**config.mk**
```make
export PLATFORM = sky130hd
export DESIGN_NAME = vehiculos_scheduler
export DESIGN_NICKNAME = d
export VERILOG_FILES = /design/src/rtl/vehiculos_sched_pkg.sv /design/src/rtl/vehiculos_lane_timer.sv /design/src/rtl/vehiculos_scheduler.sv
export SDC_FILE = /design/constraint.sdc
export NUM_CORES = 1
export LEC_CHECK = 0
export BUFFER_PORTS_ARGS = -buffer_cell sky130_fd_sc_hd__buf_4
export CAP_MARGIN = 20
export CORE_ASPECT_RATIO = 2
export CORE_MARGIN = 2
export CORE_UTILIZATION = 30
export CTS_BUF_LIST = sky130_fd_sc_hd__clkbuf_2 sky130_fd_sc_hd__clkbuf_4 sky130_fd_sc_hd__clkbuf_8
export DETAILED_ROUTE_END_ITERATION = 12
export GPL_ROUTABILITY_DRIVEN = 0
export SYNTH_ARGS = -nofsm -noshare
export SYNTH_HDL_FRONTEND = slang
export SYNTH_SLANG_ARGS = --single-unit
export TNS_END_PERCENT = 50
```
**constraint.sdc**
```tcl
create_clock -name VSC_CLOCK -period 3.1 [get_ports VSC_CLOCK]
set_clock_uncertainty 0.15 [all_clocks]
set_input_delay 0.775 -clock VSC_CLOCK [delete_from_list [all_inputs] [get_ports VSC_CLOCK]]
set_output_delay 0.775 -clock VSC_CLOCK [all_outputs]
set_load 0.05 [all_outputs]
```
**src/rtl/vehiculos_sched_pkg.sv**
```systemverilog
// Shared types and period table for the vehicle lane scheduler.
// VEHICULOS_SCHED_BOOST_EN (top level) selects the halved-period reload path.
package vehiculos_sched_pkg;

  localparam int NLANES = 6;
  localparam int CNT_W  = 4;

  typedef enum logic [1:0] {
    ST_IDLE,
    ST_LOAD,
    ST_RUN,
    ST_PAUSE
  } vsc_state_e;

  // Entry [n] is the base period in ticks for level n.
  localparam logic [3:0][CNT_W-1:0] BASE_PERIOD = {4'd2, 4'd4, 4'd6, 4'd8};

  function automatic logic [CNT_W-1:0] lane_period(input logic [1:0] lvl,
                                                   input int unsigned lane);
    return BASE_PERIOD[lvl] + CNT_W'(lane >> 1);
  endfunction

  function automatic logic [CNT_W-1:0] boost_period(input logic [CNT_W-1:0] p);
    return (p > CNT_W'(1)) ? (p >> 1) : CNT_W'(1);
  endfunction

endpackage

```
**src/rtl/vehiculos_lane_timer.sv**
```systemverilog
// One lane down-counter: reloads on terminal count (1) and emits a one-cycle
// pulse in the following cycle.
module vehiculos_lane_timer
  import vehiculos_sched_pkg::*;
(
  input  logic             i_clk,
  input  logic             i_rst,
  input  logic             i_clear,
  input  logic             i_load,
  input  logic             i_tick,
  input  logic [CNT_W-1:0] i_reload,
  output logic             o_pulse
);

  logic [CNT_W-1:0] r_cnt;
  logic             r_pulse;

  always_ff @(posedge i_clk) begin
    if (i_rst || i_clear) begin
      r_cnt   <= '0;
      r_pulse <= 1'b0;
    end else begin
      r_pulse <= 1'b0;
      if (i_load) begin
        r_cnt <= i_reload;
      end else if (i_tick) begin
        if (r_cnt == CNT_W'(1)) begin
          r_cnt   <= i_reload;
          r_pulse <= 1'b1;
        end else begin
          r_cnt <= r_cnt - 1'b1;
        end
      end
    end
  end

  assign o_pulse = r_pulse;

endmodule

```
**src/rtl/vehiculos_scheduler.sv**
```systemverilog
// Lane shift scheduler: IDLE waits for start | LOAD latches level | RUN counts | PAUSE freezes.
// Define VEHICULOS_SCHED_BOOST_EN to add VSC_BOOST_IN (halved reload periods).
module vehiculos_scheduler #(
  parameter int DATAWIDTH_NVL = 2,
  parameter int NLANES        = vehiculos_sched_pkg::NLANES,
  parameter int PRESCALE      = 50000
) (
  input  logic                     VSC_CLOCK,
  input  logic                     VSC_RESET,
  input  logic                     VSC_START_IN,
  input  logic                     VSC_STOP_IN,
  input  logic                     VSC_PAUSE_IN,
`ifdef VEHICULOS_SCHED_BOOST_EN
  input  logic                     VSC_BOOST_IN,
`endif
  input  logic [DATAWIDTH_NVL-1:0] VSC_NV_IN,
  output logic [DATAWIDTH_NVL-1:0] VSC_NV_OUT,
  output logic                     VSC_CN_OUT,
  output logic [NLANES-1:0]        VSC_SHIFT_OUT,
  output logic                     VSC_BUSY_OUT
);
  import vehiculos_sched_pkg::*;

  localparam int PW = $clog2(PRESCALE);

  vsc_state_e               r_state, w_next;
  logic [PW-1:0]            r_presc;
  logic [DATAWIDTH_NVL-1:0] r_nv, w_lvl;
  logic                     r_cn, r_busy;
  logic                     w_lvl_chg, w_load, w_count, w_tick, w_boost;
  logic [NLANES-1:0]        w_shift;

`ifdef VEHICULOS_SCHED_BOOST_EN
  assign w_boost = VSC_BOOST_IN;
`else
  assign w_boost = 1'b0;
`endif

  assign w_lvl_chg = (VSC_NV_IN != r_nv);

  always_comb begin
    w_next = r_state;
    case (r_state)
      ST_IDLE:  if (VSC_START_IN) w_next = ST_LOAD;
      ST_LOAD:  w_next = ST_RUN;
      ST_RUN:   if (w_lvl_chg) w_next = ST_LOAD;
                else if (VSC_PAUSE_IN) w_next = ST_PAUSE;
      ST_PAUSE: if (w_lvl_chg) w_next = ST_LOAD;
                else if (!VSC_PAUSE_IN) w_next = ST_RUN;
      default:  w_next = ST_IDLE;
    endcase
    if (VSC_STOP_IN) w_next = ST_IDLE;
  end

  // Count only on edges that stay in or return to RUN, so pausing freezes
  // the schedule for exactly as many cycles as PAUSE_IN is held.
  assign w_load  = (w_next == ST_LOAD);
  assign w_count = ((r_state == ST_RUN) || (r_state == ST_PAUSE)) && (w_next == ST_RUN);
  assign w_tick  = w_count && (r_presc == PW'(PRESCALE - 1));
  assign w_lvl   = w_load ? VSC_NV_IN : r_nv;

  always_ff @(posedge VSC_CLOCK) begin
    if (VSC_RESET) begin
      r_state <= ST_IDLE;
      r_nv    <= '0;
      r_cn    <= 1'b0;
      r_busy  <= 1'b0;
      r_presc <= '0;
    end else begin
      r_state <= w_next;
      r_cn    <= w_load;
      r_busy  <= (w_next != ST_IDLE);
      if (w_load) r_nv <= VSC_NV_IN;
      if (VSC_STOP_IN || w_load) r_presc <= '0;
      else if (w_count) r_presc <= w_tick ? '0 : r_presc + 1'b1;
    end
  end

  for (genvar g = 0; g < NLANES; g++) begin : g_lane
    logic [CNT_W-1:0] w_full, w_reload;
    assign w_full   = lane_period(w_lvl, g);
    assign w_reload = w_boost ? boost_period(w_full) : w_full;

    vehiculos_lane_timer u_timer (
      .i_clk    (VSC_CLOCK),
      .i_rst    (VSC_RESET),
      .i_clear  (VSC_STOP_IN),
      .i_load   (w_load),
      .i_tick   (w_tick),
      .i_reload (w_reload),
      .o_pulse  (w_shift[g])
    );
  end

  assign VSC_NV_OUT    = r_nv;
  assign VSC_CN_OUT    = r_cn;
  assign VSC_SHIFT_OUT = w_shift;
  assign VSC_BUSY_OUT  = r_busy;

endmodule

```
* Yosys cells after proc, flatten, opt, wreduce, memory -nomap -nowiden
Index checks and enable logic that the tools add are counted.
** Word-level totals
- Bits of input ports :: 7
- Output and inout port bits :: 10
- Word-level logic and storage cells :: 86
- Flip-flop bits (word level) :: 52
** Operators by class
- Magnitude comparators :: 1
- Bitwise gates (word level) :: 1
- Add/sub/neg operators :: 9
- Mux-type cells :: 35
- Reduce and logical (&&, ||, !) cells :: 10
- Equal/unequal tests :: 13
** Operators with widths (number)
- 2-to-1 mux 4 bit :: 19
- == test 4 x 1 -> 1 bit, second input constant :: 6
- subtractor 4 x 1 -> 4 bit, second input constant :: 6
- adder 16 x 1 -> 16 bit, second input constant :: 1
- == test 16 bit, second input constant :: 1
- 2-to-1 mux 16 bit :: 1
- 2-to-1 mux 2 bit :: 7
- binary-select mux 4 bit (select 2 bit) :: 1
- one-hot mux 2 bit (4 select lines) :: 1
- == test 2 bit, second input constant :: 3
- 2-to-1 mux 1 bit :: 6
- adder 4 x 1 -> 4 bit, second input constant :: 1
- adder 4 x 2 -> 4 bit, second input constant :: 1
- == test 2 x 1 -> 1 bit, second input constant :: 2
- nonzero test 2 bit :: 2
- logical OR 1 bit :: 3
- < comparator 2 x 3 -> 1 bit, second input constant :: 1
- OR reduction 3 bit :: 1
- logical AND 1 bit :: 2
- logical NOT 2 bit :: 1
- != test 2 bit :: 1
- OR reduction 2 bit :: 1
- inverter 1 bit :: 1

* Longest topological paths before layout
- Depth in word-level cells :: 12
- Depth in mapped cells :: 9
- Gate-level depth less buffers :: 7

* Modules after synthesis
A second synthesis with hierarchy kept.
** Unflattened totals
- Cell total of the unflattened synthesis :: 381
- Area total of the unflattened synthesis :: 3239.4 um^2
** By module, submodules not included
- vehiculos_lane_timer :: area each 335.3 um^2, instances 6, cells an instance 41, seq. area each 100.1 um^2
- vehiculos_scheduler :: area each 1227.4 um^2, instances 1, cells an instance 135, seq. area each 440.4 um^2

* Worst setup path before layout
No wires, ideal clock.
- Path type :: input -> register
- From :: in VSC_NV_IN[1]
- To :: reg g_lane[0].u_timer.r_cnt[1]
- Library setup time :: 0.135 ns
- Slack :: 0.276 ns
- Buffers on the path :: 4
- Required time :: 2.815 ns
- Stages :: 9
- Data arrival time :: 2.540 ns
- Cell sequence :: buf_2 xor2_2 or4b_1 buf_2 or2_1 buf_6 clkbuf_1 o21ai_0 o22ai_1
** Between the ends
- Cells in the longest elaborated chain, start to end :: 11
- Elaborated cells between the ends (all ways) :: 16
- Those cells by class :: eq/ne: 3; mux: 10; reduce/logical: 3
** RTL lines
- start: declaration :: line vehiculos_scheduler.sv:16 : input logic [DATAWIDTH_NVL-1:0] VSC_NV_IN,
- != test 2 bit :: line vehiculos_scheduler.sv:39 : assign w_lvl_chg = (VSC_NV_IN != r_nv);
- 2-to-1 mux 2 bit (on tied branches) :: line vehiculos_scheduler.sv:48, vehiculos_scheduler.sv:46
- one-hot mux 2 bit (4 select lines) :: line vehiculos_scheduler.sv:43 : case (r_state)
- 2-to-1 mux 2 bit :: line vehiculos_scheduler.sv:52 : if (VSC_STOP_IN) w_next = ST_IDLE;
- == test 2 x 1 -> 1 bit :: line vehiculos_scheduler.sv:57 : assign w_load = (w_next == ST_LOAD);
- 2-to-1 mux 2 bit
- binary-select mux 4 bit (select 2 bit) :: line vehiculos_sched_pkg.sv:20 : return BASE_PERIOD[lvl] + CNT_W'(lane >> 1);
- 2-to-1 mux 4 bit (not written as such) :: line vehiculos_sched_pkg.sv:20
- 2-to-1 mux 4 bit :: line vehiculos_lane_timer.sv:27 : if (r_cnt == CNT_W'(1)) begin
- 2-to-1 mux 4 bit :: line vehiculos_lane_timer.sv:26 : end else if (i_tick) begin
- 2-to-1 mux 4 bit :: line vehiculos_lane_timer.sv:24 : if (i_load) begin
- end signal: assignment :: line vehiculos_lane_timer.sv:25 : r_cnt <= i_reload;
- end signal: assignment :: line vehiculos_lane_timer.sv:28 : r_cnt <= i_reload;
- end signal: assignment :: line vehiculos_lane_timer.sv:31 : r_cnt <= r_cnt - 1'b1;
- end: declaration :: line vehiculos_lane_timer.sv:15 : logic [CNT_W-1:0] r_cnt;
Several ways; a longest one is shown, not always the timed one. The select of a mux whose other input is x is not followed.
A chain may end at the register's enable or synchronous reset.

* Worst setup path in the final report
- From :: in VSC_NV_IN[1]
- To :: reg g_lane[2].u_timer.r_cnt[3]
** Between the ends
- Cells in the longest elaborated chain, start to end :: 12
- Elaborated cells between the ends (all ways) :: 17
- Those cells by class :: add/sub: 1; eq/ne: 3; mux: 10; reduce/logical: 3
** RTL lines (line)
- != test 2 bit :: vehiculos_scheduler.sv:39
- 2-to-1 mux 2 bit (on tied branches) :: vehiculos_scheduler.sv:48, vehiculos_scheduler.sv:46
- one-hot mux 2 bit (4 select lines) :: vehiculos_scheduler.sv:43
- 2-to-1 mux 2 bit :: vehiculos_scheduler.sv:52
- == test 2 x 1 -> 1 bit :: vehiculos_scheduler.sv:57
- 2-to-1 mux 2 bit
- binary-select mux 4 bit (select 2 bit) :: vehiculos_sched_pkg.sv:20
- 2-to-1 mux 4 bit (not written as such) :: vehiculos_sched_pkg.sv:20
- adder 4 x 1 -> 4 bit :: vehiculos_sched_pkg.sv:20
- 2-to-1 mux 4 bit :: vehiculos_lane_timer.sv:27
- 2-to-1 mux 4 bit :: vehiculos_lane_timer.sv:26
- 2-to-1 mux 4 bit :: vehiculos_lane_timer.sv:24
- end signal: assignment :: vehiculos_lane_timer.sv:25
- end signal: assignment :: vehiculos_lane_timer.sv:28
- end signal: assignment :: vehiculos_lane_timer.sv:31
- end: declaration :: vehiculos_lane_timer.sv:15
Several ways; a longest one is shown, not always the timed one. The select of a mux whose other input is x is not followed.

==> summary by stage <==
Logic synthesis
The number of enable flip-flop cells after synthesis is 0. Summing the sequential cell areas from Yosys gives roughly 37% of the chip area. Of the post-synthesis cell area, the dominant cell type holds a little under two fifths. When the netlist entered floorplanning its net count stood at 358. The number of synthesized register bits is 52.

Yosys attributes the largest share of cell area to sky130_fd_sc_hd__dfxtp_1 (37%), sky130_fd_sc_hd__ha_1 (5.9%), sky130_fd_sc_hd__nor2_1 (4.7%), sky130_fd_sc_hd__xor2_1 (4.7%), sky130_fd_sc_hd__nand2_1 (4.2%). In the synthesized netlist the async set-or-reset flop fraction comes to 0%. The number of warnings printed during yosys synthesis is 0. The dominant register cell in the synthesized netlist is sky130_fd_sc_hd__dfxtp_1.

The unique cell type count in the Yosys netlist is 50. The average cell area after synthesis is approximately 8 µm². The biggest area consumer among synthesized cells is sky130_fd_sc_hd__dfxtp_1. Synthesis produced around 340 cells. The cell area after synthesis is approximately 2800 µm².

Worst setup path
For this run, the slowest stage of the critical path takes about 0.55 ns. The start-to-end type of the worst setup path is primary input to flop. The number of buffer and inverter stages on the critical path is 2. STA puts the critical path data arrival time at 2.67 ns. Walking the worst path, the cells encountered are buf_4, xor2_2, or4b_1, or2_1, buf_4, o41ai_1, a21oi_1. The critical path capture point type is a flop. The element type at the critical path start is a primary input. Data on the critical path is required at its endpoint by roughly 3.2 ns. For this design, the slowest cell found on the critical path is sky130_fd_sc_hd__or4b_1. By instance count, the cell type seen most on the critical path is sky130_fd_sc_hd__buf_4.

Among cell families on the critical path, the largest total delay comes from simple AND/OR/NAND/NOR gates. The maximum fanout encountered on the critical timing path is 14.

Power
Dividing total power by cell area gives a power density of between 300 and 400 nW/µm². The leakage power summed over all cells is 1.11 nW. Across the VDD grid, the largest voltage drop is around 220 µV.

Timing
For the pin with the worst max-slew slack, the measured transition is between 0.4 and 0.5 ns. Setup repair after global routing left no endpoint under its margin. After layout, the worst path uses 84.2% of the clock period. The highest clock frequency the design can meet is about 380 MHz. The number of pins exceeding their max-slew limit in the final report is 0. On the final layout, the worst hold slack is 0.353 ns. The final number of hold-violating endpoints was 0. The worst slew margin relative to its limit is roughly 67%. The clock period could shrink to 2.61 ns. After routing, the total negative slack on setup checks comes to 0 ns.

The final worst setup slack is 0.488 ns. Setup violations remaining at the end of the flow were counted as 0.

Detailed routing
For this run, design rule violations remaining after detail routing come to 0. In this run the remaining antenna-violating nets after routing total 0. For this block, the routed nets add up to 7160 µm of wire. The count of TritonRoute iterations in the first routing pass is 4. The via density per instance is approximately 5.4.

After detailed routing, the average wire length per cell comes to around 16 µm. The first routing iteration left 96 violations. For this block, the via count after detailed routing is between 2000 and 2500.

Floorplanning
For this configuration, the core starts out at a cell density of 30.8%. After floorplanning, the core was sized to cover 9010 µm². The die boundary width is between 70 and 80 µm. The count of pins on the block boundary is 17. The die height is around 140 µm. The row count is just under 50. The overall die area is about 10000 µm².

Cells and area
The layout cell share with drive strength beyond 1 is 15.1%. The final antenna diode count is 0. Fill cells in the final layout number 936.

From synthesis to final layout, the design area changed by 12.7%. After the last flow step, the layout net total stands at 377.

CTS
CTS saw 52 sinks. After clock tree synthesis, the clock-pin slew on the worst setup and hold paths is roughly 0.1 ns. For this design, the CTS-stage hold fixing added 0 buffers. The CTS tree is yes. Gates resized during post-CTS repair numbered 0.

The clock passes through at most 2 buffers. The number of clock buffers added by TritonCTS is 5. The maximum level of the CTS H-tree is 2. The setup fix buffers added after clock tree synthesis is 0. The root buffer cell chosen for the clock tree is sky130_fd_sc_hd__clkbuf_8. The later-pin clock latency in the skew report is between 0.3 and 0.4 ns.

Status
The flow ran to the end, and the final reports show no timing, DRC or antenna violations.

Placed design
The post-placement setup slack is slightly below 0.2 ns. The count of buffers from port buffering is 16. The final HPWL from detailed placement is about 5500 µm.

Job
Max-cap violations in this run came to 0.

GRT
Entering global routing, the biggest net connects 19 pins. The initial antenna violation count came to 0. The via count of the first global-routing pass is 2514. For this run the aggregate overflow at the end of global routing stands at 0.

The global-route wire length before repair is 12000 µm. Across every metal layer, demand over resource in global routing totals around 15%.

Worst hold path
In this run the worst hold path is classified as flop to flop.
[logic make-up (layout without fill, tap and decap cells)]
| kind of cell | count (synthesis) | after routing | synth area share, % |
|---|---|---|---|
| xor+xnor | 19 | 19 | 6.26 |
| simple gates | 138 | 138 | 25.4 |
| mux | 4 | 4 | 1.49 |
| compound gates | 74 | 74 | 16.8 |
| flops | 52 | 52 | 37.5 |
| buf+inv | 38 | 58 | 6.71 |
| fa+ha+maj | 13 | 13 | 5.86 |
[placed cells by master, fill, tap and decap left out, types with 3 or more instances in the layout]
cell type / instances
sky130_fd_sc_hd__o41ai_1: 3
sky130_fd_sc_hd__clkbuf_8: 6
sky130_fd_sc_hd__nor4_1: 4
sky130_fd_sc_hd__xor2_1: 15
sky130_fd_sc_hd__o211ai_1: 6
sky130_fd_sc_hd__xnor2_1: 3
sky130_fd_sc_hd__buf_4: 35
sky130_fd_sc_hd__mux2i_1: 3
sky130_fd_sc_hd__nor3_1: 5
sky130_fd_sc_hd__nand2b_1: 10
sky130_fd_sc_hd__o31ai_1: 5
sky130_fd_sc_hd__and3_1: 3
sky130_fd_sc_hd__ha_1: 13
sky130_fd_sc_hd__or3b_2: 3
sky130_fd_sc_hd__and4_1: 3
sky130_fd_sc_hd__or2_2: 4
sky130_fd_sc_hd__a31oi_1: 7
sky130_fd_sc_hd__inv_1: 15
sky130_fd_sc_hd__nand3_1: 16
sky130_fd_sc_hd__a21oi_1: 22
sky130_fd_sc_hd__a22oi_1: 4
sky130_fd_sc_hd__nand4_1: 6
sky130_fd_sc_hd__nor2_1: 35
sky130_fd_sc_hd__o21ai_0: 14
sky130_fd_sc_hd__dfxtp_1: 52
sky130_fd_sc_hd__nor2b_1: 6
sky130_fd_sc_hd__nand2_1: 31
[through the flow]
| stage | utilization [%] | total power [mW] | instance area (µm²) | std cells |
|---|---|---|---|---|
| final | 34.7 | 1.22 | 3130 | 460 |
| after global routing | 34.7 | 1.28 | 3130 | 460 |
| after CTS | 34.7 | 1.24 | 3130 | 460 |
| after detailed placement | 33.7 | 0.828 | 3040 | 452 |
| after global placement | 33.7 | 0.827 | 3040 | 452 |
| after floorplan | - | 0.781 | 2780 | 338 |
[state kept, by name, indices dropped and copies added (netlist names)]
name                    count
VSC_CN_OUT                  1
g_lane.u_timer.o_pulse      6
VSC_NV_OUT                  2
VSC_BUSY_OUT                1
r_state                     2
g_lane.u_timer.r_cnt       24
r_presc                    16
[worst reg2reg max path: stages (launching register included)]
cell and delay (ns):
sky130_fd_sc_hd__dfxtp_1 0.39, sky130_fd_sc_hd__ha_1 0.20, sky130_fd_sc_hd__and4b_1 0.21, sky130_fd_sc_hd__or4b_1 0.47, sky130_fd_sc_hd__or2_1 0.39, sky130_fd_sc_hd__buf_4 0.25
sky130_fd_sc_hd__o41ai_1 0.28, sky130_fd_sc_hd__a21oi_1 0.11
[report_power, final]
| part | internal (mW) | total (mW) | switching, mW |
|---|---|---|---|
| clock network | 0.179 | 0.412 | 0.234 |
| logic | 0.0477 | 0.124 | 0.0766 |
| registers | 0.678 | 0.688 | 0.00963 |
[Yosys cell counts, types with 2 or more instances]
master / count
sky130_fd_sc_hd__a211oi_1: 2
sky130_fd_sc_hd__a21oi_1: 22
sky130_fd_sc_hd__a221oi_1: 2
sky130_fd_sc_hd__a22oi_1: 4
sky130_fd_sc_hd__a311oi_1: 2
sky130_fd_sc_hd__a31oi_1: 7
sky130_fd_sc_hd__and2_1: 2
sky130_fd_sc_hd__and3_1: 3
sky130_fd_sc_hd__and4_1: 3
sky130_fd_sc_hd__buf_2: 5
sky130_fd_sc_hd__buf_4: 6
sky130_fd_sc_hd__buf_6: 2
sky130_fd_sc_hd__clkbuf_1: 9
sky130_fd_sc_hd__dfxtp_1: 52
sky130_fd_sc_hd__ha_1: 13
sky130_fd_sc_hd__inv_1: 15
sky130_fd_sc_hd__mux2i_1: 3
sky130_fd_sc_hd__nand2_1: 31
sky130_fd_sc_hd__nand2b_1: 10
sky130_fd_sc_hd__nand3_1: 16
sky130_fd_sc_hd__nand4_1: 6
sky130_fd_sc_hd__nor2_1: 35
sky130_fd_sc_hd__nor2b_1: 6
sky130_fd_sc_hd__nor3_1: 5
sky130_fd_sc_hd__nor3b_1: 2
sky130_fd_sc_hd__nor4_1: 4
sky130_fd_sc_hd__o211ai_1: 6
sky130_fd_sc_hd__o21a_1: 2
sky130_fd_sc_hd__o21ai_0: 14
sky130_fd_sc_hd__o31ai_1: 5
sky130_fd_sc_hd__o41ai_1: 3
sky130_fd_sc_hd__or2_2: 4
sky130_fd_sc_hd__or3b_2: 3
sky130_fd_sc_hd__or4_1: 2
sky130_fd_sc_hd__xnor2_1: 3
sky130_fd_sc_hd__xor2_1: 15
[path summary, 6_finish.rpt]
path / start / end / slack, ns / cells past startpoint
setup / recovery: VSC_NV_IN[1] / g_lane[2].u_timer.r_cnt[3] / 0.49 / 7
hold / removal: g_lane[4].u_timer.r_cnt[3] / g_lane[4].u_timer.r_cnt[3] / 0.35 / 2
setup reg to reg: r_presc[1] / g_lane[2].u_timer.r_cnt[3] / 0.56 / 7
hold reg to reg: g_lane[4].u_timer.r_cnt[3] / g_lane[4].u_timer.r_cnt[3] / 0.35 / 2
[final cells by class]
type	instances	area (µm²)	share of cell area, %
repair buffers	35	263	8.39
clock inverters	2	10.0	0.320
well taps	102	128	4.08
inverters	15	56.3	1.80
flip-flops and latches	52	1040	33.3
clock buffers	6	82.6	2.64
multi-input cells	248	1550	49.5
[layer usage]
| metal | vias up | routed length [µm] | global-route usage [%] |
|---|---|---|---|
| li1 | 1219 | - | - |
| met1 | 1170 | 2610 | 15.3 |
| met4 | 0 | 359 | 8.94 |
| met2 | 65 | 3930 | 28.6 |
| met5 | - | 0 | 0 |
| met3 | 28 | 261 | 2.37 |
Note: power is estimated with default switching activity, not from simulation.
